[src/rtl/ibex_efpga_arbiter.sv]
// Round-robin arbiter and sequencer for the shared eFPGA custom-instruction unit.
// One request is accepted at a time. Its operator, operand and delay are latched
// and held on the eFPGA port while the operation is in flight. The unit's ready
// pulse is awaited under a timeout guard. The result, or a timeout error, goes
// back to the owning requester as a one-cycle response pulse.
module ibex_efpga_arbiter #(
    parameter int unsigned NUM_REQ = 2,
    parameter int unsigned TIMEOUT = 32
) (
    input  logic                  clk,
    input  logic                  rst,
    input  logic [NUM_REQ-1:0]    req_i,
    input  logic [2*NUM_REQ-1:0]  req_op_i,
    input  logic [32*NUM_REQ-1:0] req_operand_i,
    input  logic [4*NUM_REQ-1:0]  req_delay_i,
    output logic [NUM_REQ-1:0]    gnt_o,
    output logic [NUM_REQ-1:0]    rsp_valid_o,
    output logic [31:0]           rsp_data_o,
    output logic                  rsp_err_o,
    output logic                  busy_o,
    output logic                  efpga_en_o,
    output logic [1:0]            efpga_op_o,
    output logic [31:0]           efpga_operand_o,
    output logic [3:0]            efpga_delay_o,
    input  logic                  efpga_ready_i,
    input  logic [31:0]           efpga_result_i
);

    localparam int unsigned OW = (NUM_REQ > 1) ? $clog2(NUM_REQ) : 1;
    localparam int unsigned CW = (TIMEOUT > 1) ? $clog2(TIMEOUT) : 1;
    localparam logic [CW-1:0] CNT_MAX = CW'(TIMEOUT - 1);

    typedef enum logic [1:0] {IDLE, ISSUE, WAIT, RESP} state_e;

    state_e        state_q, state_d;
    logic [OW-1:0] owner_q, owner_d;
    logic [OW-1:0] last_owner_q, last_owner_d;
    logic [CW-1:0] cnt_q, cnt_d;
    logic [1:0]    op_q, op_d;
    logic [31:0]   operand_q, operand_d;
    logic [3:0]    delay_q, delay_d;
    logic [31:0]   result_q, result_d;
    logic          err_q, err_d;

    // Per-requester views of the flat request buses.
    logic [NUM_REQ-1:0][1:0]  op_arr;
    logic [NUM_REQ-1:0][31:0] operand_arr;
    logic [NUM_REQ-1:0][3:0]  delay_arr;

    assign op_arr      = req_op_i;
    assign operand_arr = req_operand_i;
    assign delay_arr   = req_delay_i;

    logic          win_vld;
    logic [OW-1:0] win_idx;
    logic [OW:0]   cand;

    // Round-robin pick: the scan runs from the farthest offset down to
    // last_owner+1, so the nearest requester above the last owner wins.
    always_comb begin
        win_vld = 1'b0;
        win_idx = '0;
        cand    = '0;
        for (int i = NUM_REQ; i >= 1; i--) begin
            cand = {1'b0, last_owner_q} + (OW+1)'(i);
            if (cand >= (OW+1)'(NUM_REQ)) begin
                cand = cand - (OW+1)'(NUM_REQ);
            end
            if (req_i[cand[OW-1:0]]) begin
                win_vld = 1'b1;
                win_idx = cand[OW-1:0];
            end
        end
    end

    // Next-state logic for the sequencer and its latched datapath.
    always_comb begin
        state_d      = state_q;
        owner_d      = owner_q;
        last_owner_d = last_owner_q;
        cnt_d        = cnt_q;
        op_d         = op_q;
        operand_d    = operand_q;
        delay_d      = delay_q;
        result_d     = result_q;
        err_d        = err_q;
        unique case (state_q)
            IDLE: begin
                if (win_vld) begin
                    owner_d   = win_idx;
                    op_d      = op_arr[win_idx];
                    operand_d = operand_arr[win_idx];
                    delay_d   = delay_arr[win_idx];
                    state_d   = ISSUE;
                end
            end
            ISSUE: begin
                cnt_d   = '0;
                state_d = WAIT;
            end
            WAIT: begin
                // A ready that lands on the last allowed cycle still wins.
                if (efpga_ready_i) begin
                    result_d = efpga_result_i;
                    err_d    = 1'b0;
                    state_d  = RESP;
                end else if (cnt_q == CNT_MAX) begin
                    result_d = '0;
                    err_d    = 1'b1;
                    state_d  = RESP;
                end else begin
                    cnt_d = cnt_q + CW'(1);
                end
            end
            RESP: begin
                last_owner_d = owner_q;
                state_d      = IDLE;
            end
            default: state_d = IDLE;
        endcase
    end

    // State and datapath registers with synchronous reset.
    always_ff @(posedge clk) begin
        if (rst) begin
            state_q      <= IDLE;
            owner_q      <= '0;
            last_owner_q <= OW'(NUM_REQ - 1);
            cnt_q        <= '0;
            op_q         <= '0;
            operand_q    <= '0;
            delay_q      <= '0;
            result_q     <= '0;
            err_q        <= 1'b0;
        end else begin
            state_q      <= state_d;
            owner_q      <= owner_d;
            last_owner_q <= last_owner_d;
            cnt_q        <= cnt_d;
            op_q         <= op_d;
            operand_q    <= operand_d;
            delay_q      <= delay_d;
            result_q     <= result_d;
            err_q        <= err_d;
        end
    end

    assign gnt_o           = (state_q == ISSUE) ? (NUM_REQ'(1) << owner_q) : '0;
    assign rsp_valid_o     = (state_q == RESP)  ? (NUM_REQ'(1) << owner_q) : '0;
    assign efpga_en_o      = (state_q == ISSUE);
    assign busy_o          = (state_q != IDLE);
    assign rsp_data_o      = result_q;
    assign rsp_err_o       = err_q;
    assign efpga_op_o      = op_q;
    assign efpga_operand_o = operand_q;
    assign efpga_delay_o   = delay_q;

endmodule

[config.mk]
export PLATFORM = sky130hd
export DESIGN_NAME = ibex_efpga_arbiter
export DESIGN_NICKNAME = d
export VERILOG_FILES = /design/src/rtl/ibex_efpga_arbiter.sv
export SDC_FILE = /design/constraint.sdc
export NUM_CORES = 1
export LEC_CHECK = 0
export BUFFER_PORTS_ARGS = -buffer_cell sky130_fd_sc_hd__buf_2
export CAP_MARGIN = 20
export CORE_ASPECT_RATIO = 1.4
export CORE_UTILIZATION = 45
export DETAILED_ROUTE_END_ITERATION = 10
export GPL_TIMING_DRIVEN = 0
export PLACE_DENSITY_LB_ADDON = 0.1
export SLEW_MARGIN = 5
export SYNTH_ARGS = -nofsm -noshare
export SYNTH_HDL_FRONTEND = slang
export SYNTH_SLANG_ARGS = --single-unit
[constraint.sdc]
create_clock -name clk -period 4.8 [get_ports clk]
set_input_delay 0.24 -clock clk [delete_from_list [all_inputs] [get_ports clk]]
set_output_delay 0.24 -clock clk [all_outputs]
set_load 0.01 [all_outputs]
==> impl_metrics.toml, run 1 <==
[synth]
synthesis.nets = 460
ys_warn_count = 0
synth_cells = 341
synthFlopType = "dfxtp_1"
synth-edff-count = 0
synth-seq-cells = 80
ys_types = 36
async_flop_share_pct = 0
seq_area_frac_synth_pct = 48.3
netlist_area_um2 = 3320
postSynthAreaPerCell_um2 = 9.73

[timing]
period_share_pct = 42.3
setup_violations = 0
tightest_slew_ns = 0.631
rsz0062_at_grt = "false"
setup_tns_ns = 0
setup_slack_ns = 2.77
maxSlewViolCount = 0
fmax_mhz = 493
fin_crit_ns = 2.03
hold_violations = 0
fin_worst_skew_ns = 0.00965
slew_headroom_pct = 57.9
timing.hold.ws_ns = 0.123

[detailed_routing]
routedWlPerCell_um = 13.6
num_vias = 3236
drc_errors = 0
viasPerCell = 5.06
drtAntennaViolNets = 0
dr.pass1.iters = 4
wl_um = 8720
drt-initial-drc-count = 154

[worst_setup_path]
reg2reg_to = "rsp_data_o[2]"
reg2reg_from = "cnt_q[0]"
arrival_ns = 2.31
critPathMaxFanout = 10
path_class = "flip-flop to flip-flop"
end_kind = "flip-flop"
required_ns = 5.08
reg2regPathDepth = 7
regToRegSetupSlack_ns = 2.77
start_kind = "flip-flop"

[pwr]
swShare_pct = 35.4
pwr-share-clk_pct = 25.8
p_sw_uw = 877
vdd.ir_drop.worst_mv = 0.274
p_int_uw = 1600
pwr-share-seq_pct = 36.5
power_uw = 2480
p_comb_share_pct = 37.7
power_leakage_uw = 0.00220
power_density_nw_per_um2 = 534

[clock_tree]
clkLatencyLatePin_ns = 0.35
post_cts_resized = 0
cts_buffers = 9
cts.sinks = 80
cts.htree.levels = 3
root_buffer = "clkbuf_8"
clock_path_buffers = 2
hold_buffers = 0
clk_pin_slew_ns = 0.08
postCtsSetupRepairBufs = 0
tritoncts = "built"

[hold_path]
hp-start = "efpga_result_i[7]"
whs_endpoint = "rsp_data_o[7]"
hp-class = "input port to flip-flop"
hold_depth = 3

[cells_and_area]
nets = 659
area_growth_pct = 39.8
instances_no_fill = 640
diodes = 0
drive_above_1_share_pct = 41.1

[job]
maxCapViolCount = 0

[global_routing]
grt_use_met1_pct = 26.0
use_met2_pct = 41.2
grt_max_degree = 14
grt_pass1_wl_um = 14200
grt_antenna_before_repair = 0
use_met3_pct = 5.25
overflow = 0
grt.busiest_layer = "met2"
track_usage_pct = 23.5
first_global_vias = 3220

[die]
dieArea_um2 = 7720
core_area_um2 = 7030
io_pins = 190
initial_utilization_pct = 47.2
die_h_um = 104
row_count = 36
die-width_um = 74.6

[place]
place_ws_ns = 2.79
dp.cells = 624
dp_hpwl_um = 6690
port_buffers = 188
place_congestion = 0.775

[run_status]
status = "finished, final reports clean"
[kinds of logic (layout without fill, tap and decap cells)]
| kind of cell | after synthesis | in the layout | share of synthesized area, % |
|---|---|---|---|
| flops | 80 | 80 | 48.3 |
| fa+ha+maj | 6 | 6 | 2.26 |
| mux | 38 | 38 | 11.5 |
| simple gates | 93 | 93 | 12.0 |
| buf+inv | 34 | 238 | 4.90 |
| compound gates | 90 | 90 | 21.1 |
[registers in the layout, indices dropped and copies added (netlist names)]
register	cells
efpga_operand_o	32
rsp_data_o	32
cnt_q	5
efpga_delay_o	4
efpga_op_o	2
state_q	2
last_owner_q	1
owner_q	1
rsp_err_o	1
[worst max-delay path, stage by stage (launching register included)]
cell      delay [ns]
dfxtp_1         0.35
ha_1            0.23
and3_1          0.19
ha_1            0.23
o21ai_2         0.30
clkbuf_1        0.39
a22oi_1         0.16
nor2_1          0.11
[stage by stage]
step / cell area, um2 / utilization [%]
finish: 4640 / 66.0
global route: 4640 / 66.0
CTS: 4640 / 66.0
detailed placement: 4380 / 62.3
global placement: 4380 / 62.3
floorplan: 3320 / -
[cell usage in the layout (no fill, tap or decap), drive strengths merged, types with 2 or more instances in the layout]
cell type  count
a22oi         32
nor3b          2
buf          203
inv            5
o21a           3
dfxtp         80
nor3           2
a211oi        38
clkbuf        25
o21ai          5
nand2          4
nor2          72
bufinv         4
mux2i         38
nand4          2
and2           3
a21oi          7
ha             6
[cell usage after synthesis, drive strengths merged, types with 4 or more instances]
library cell,instances,area [um2]
dfxtp,80,1600
nor2,72,270
a211oi,38,330
mux2i,38,380
a22oi,32,240
buf,15,91.3
clkbuf,14,52.6
a21oi,7,35.0
ha,6,75.1
inv,5,18.8
o21ai,5,28.8
nand2,4,15.0
[worst max path at each step]
stage,startpoint,end,slack [ns],depth (start not counted)
2_1_floorplan,cnt_q[0],cnt_q[3],2.97,6
3_3_place_gp,cnt_q[0],rsp_data_o[10],2.85,7
3_5_place_dp,cnt_q[0],rsp_data_o[2],2.79,7
4_1_cts,cnt_q[0],rsp_data_o[2],2.76,7
5_1_grt,cnt_q[0],rsp_data_o[6],2.56,7
6_report,cnt_q[0],rsp_data_o[2],2.77,7
[power by group through the flow]
stage	Combinational [uW]	Sequential, uW	Clock, uW
2_1_floorplan	520	988	0
3_3_place_gp	920	913	0
3_5_place_dp	937	918	0
4_1_cts	943	904	651
5_1_grt	1050	924	682
6_report	935	903	639
[metal layers]
metal / wire, um / part of all wire (%)
met5: 0 / 0
met3: 605 / 6.9
met2: 4440 / 51
met1: 3510 / 40
met4: 168 / 1.9
[final cells by class]
type / count / area (um2)
Buffer: 29 / 144
Clock buffer: 11 / 131
Clock inverter: 5 / 129
Fill cell: 626 / 2390
Inverter: 5 / 18.8
Multi-Input combinational cell: 227 / 1550
Sequential cell: 80 / 1600
Tap cell: 95 / 119
Timing Repair Buffer: 188 / 941
(Power assumes the default switching activity.)
==> run 2: changes to the inputs <==
--- a/config.mk
+++ b/config.mk
@@ -8,7 +8,7 @@
 export BUFFER_PORTS_ARGS = -buffer_cell sky130_fd_sc_hd__buf_2
 export CAP_MARGIN = 20
 export CORE_ASPECT_RATIO = 1.4
-export CORE_UTILIZATION = 45
+export CORE_UTILIZATION = 40
 export DETAILED_ROUTE_END_ITERATION = 10
 export GPL_TIMING_DRIVEN = 0
 export PLACE_DENSITY_LB_ADDON = 0.1
==> constraint.sdc (replaced) <==
create_clock -name clk -period 1.7 [get_ports clk]
set_input_delay 0.085 -clock clk [delete_from_list [all_inputs] [get_ports clk]]
set_output_delay 0.085 -clock clk [all_outputs]
set_load 0.01 [all_outputs]
==> run 2 against run 1 <==
  * Global-route usage fell by 1.6 points
  * Largest power group unchanged
  * Worst hold slack got worse by 0.065 ns
  * Maximum frequency rose by 20%
  * Register-to-register slack got worse by 2.8 ns
  * Clock power rose to 2.6 times the previous value
==> impl_metrics.toml, run 2 (synthesis gave the netlist of run 1 again) <==
[die]
io_pins = 190
dieArea_um2 = 8670
initial_utilization_pct = 42.0
core_area_um2 = 7890
die-width_um = 79.0
die_h_um = 110
row_count = 38

[cells_and_area]
area_growth_pct = 52.8
diodes = 0
register_area_um2 = 1610
instances_no_fill = 682
fillerInstances = 719
fin_util_pct = 64.2
final_cell_mix = "buf_2, dfxtp_1, nor2_1"
nets = 696
drive_above_1_share_pct = 43.0
mostFrequentLayoutCell = "buf_2"
multi_input_area_um2 = 1610

[worst_setup_path]
path_class = "flip-flop to flip-flop"
arrival_ns = 1.98
regToRegSetupSlack_ns = 0.009
crit_chain = "ha_4 > and3_4 > ha_4 > o21a_4 > or4b_1 > a21oi_1"
path_delay_family = "simple AND/OR/NAND/NOR gates"
reg2reg_from = "cnt_q[1]"
path_common_cell = "ha_4"
reg2reg_to = "cnt_q[2]"
end_kind = "flip-flop"
reg2regPathDepth = 6
start_kind = "flip-flop"
slowest_stage = "or4b_1"
required_ns = 1.99
cpPeakStageDelay_ns = 0.45
path_buf_inv = 0
critPathMaxFanout = 4

[run_status]
status = "finished, final reports clean"

[global_routing]
overflow = 0
track_usage_pct = 22.0
grt_max_degree = 14
grt_antenna_before_repair = 0
first_global_vias = 3194
grt_pass1_wl_um = 14800

[clock_tree]
clk_pin_slew_ns = 0.08
cts.sinks = 80
clock_path_buffers = 2
tritoncts = "built"
root_buffer = "clkbuf_8"
cts_buffers = 9
cts.htree.levels = 3
clkLatencyLatePin_ns = 0.35

[hold_path]
hold_depth = 3
hp-start = "req_operand_i[5]"
whs_endpoint = "efpga_operand_o[5]"
hp-class = "input port to flip-flop"

[detailed_routing]
wl_um = 9620
drc_errors = 0
viasPerCell = 4.96
drtAntennaViolNets = 0
routedWlPerCell_um = 14.1
num_vias = 3385
drt-initial-drc-count = 172
dr.pass1.iters = 4

[pwr]
p_comb_share_pct = 40.0
power_uw = 7000
power_density_nw_per_um2 = 1380
pwr-share-seq_pct = 36.5
pwr-share-clk_pct = 23.4
p_sw_uw = 2500
vdd.ir_drop.worst_mv = 0.739
p_int_uw = 4500
power_leakage_uw = 0.00238
swShare_pct = 35.7

[timing]
timing.hold.ws_ns = 0.0583
fin_crit_ns = 1.69
rsz0062_at_grt = "true"
slew_headroom_pct = 57.1
setup_violations = 0
fmax_mhz = 591
setup_slack_ns = 0.00899
tightest_slew_ns = 0.644
period_share_pct = 99.5
hold_violations = 0
fin_worst_skew_ns = 0.00475
maxSlewViolCount = 0

[job]
maxCapViolCount = 0

[place]
place_congestion = 0.795
port_buffers = 188
place_ws_ns = -0.213
dp.cells = 629
dp_hpwl_um = 6820
run 2: cell types whose count changed in the layout (fill, tap and decap cells not counted), moves of 3 or more:
cell and delta:
buf_4 +10, dfxtp_1 -3, clkbuf_1 -7, dfxtp_2 +3, clkinv_2 +4, dlygate4sd3_1 +32, ha_1 -3, buf_1 -4
run 2: layout make-up:
class	instances	area share (%)
multi-input combinational	227	31.8
sequential	80	31.7
inverter	5	0.370
clock inverter	7	2.17
tap	100	2.47
buffer	29	3.48
timing repair buffer	225	25.6
clock buffer	9	2.44
run 2: routing by layer:
layer  wire, um  vias to the layer above  global-route usage (%)
met5          0                        -                       0
met1       3850                     1523                    24.0
met4        164                        0                    10.1
met2       4890                      153                    40.3
li1           -                     1697                       -
met3        713                       12                    4.40
run 2: power by group through the flow:
| stage | logic [uW] | registers [uW] | clock network, uW |
|---|---|---|---|
| after floorplan | 1470 | 2790 | 0 |
| after global placement | 2610 | 2580 | 0 |
| after detailed placement | 2650 | 2600 | 0 |
| after CTS | 2780 | 2560 | 1690 |
| after global routing | 3100 | 2630 | 1750 |
| final | 2800 | 2560 | 1640 |
run 2: worst min-delay path: cells and delay by family:
family                 cells  cell delay, ns
AO/OA/AOI/OAI              1            0.08
buffers and inverters      1            0.09
multiplexers               1            0.11
run 2: stage by stage:
step	instance area, um2	TNS (ns)
global route	5070	-0.0831
global placement	4400	-3.70
detailed placement	4400	-5.29
floorplan	3340	0
finish	5070	0
CTS	5030	-0.0112
run 2: timing repair:
action                                  CTS  global route
pin swaps                                 2             0
endpoints found under the setup margin   61            64
gates resized for setup                  14            23
endpoints found under the hold margin    32             0
setup buffers                             4             1
cloned                                    0             0
hold buffers                             32             0
run 2: worst max path at each step:
stage,slack [ns],to,cells past startpoint,from
final,0.009,cnt_q[2],6,cnt_q[1]
after global routing,-0.06,cnt_q[2],6,cnt_q[1]
after CTS,-0.01,cnt_q[2],6,cnt_q[1]
after detailed placement,-0.21,rsp_data_o[13],7,cnt_q[0]
after global placement,-0.16,rsp_data_o[7],7,cnt_q[0]
after floorplan,0.004,cnt_q[2],6,cnt_q[1]
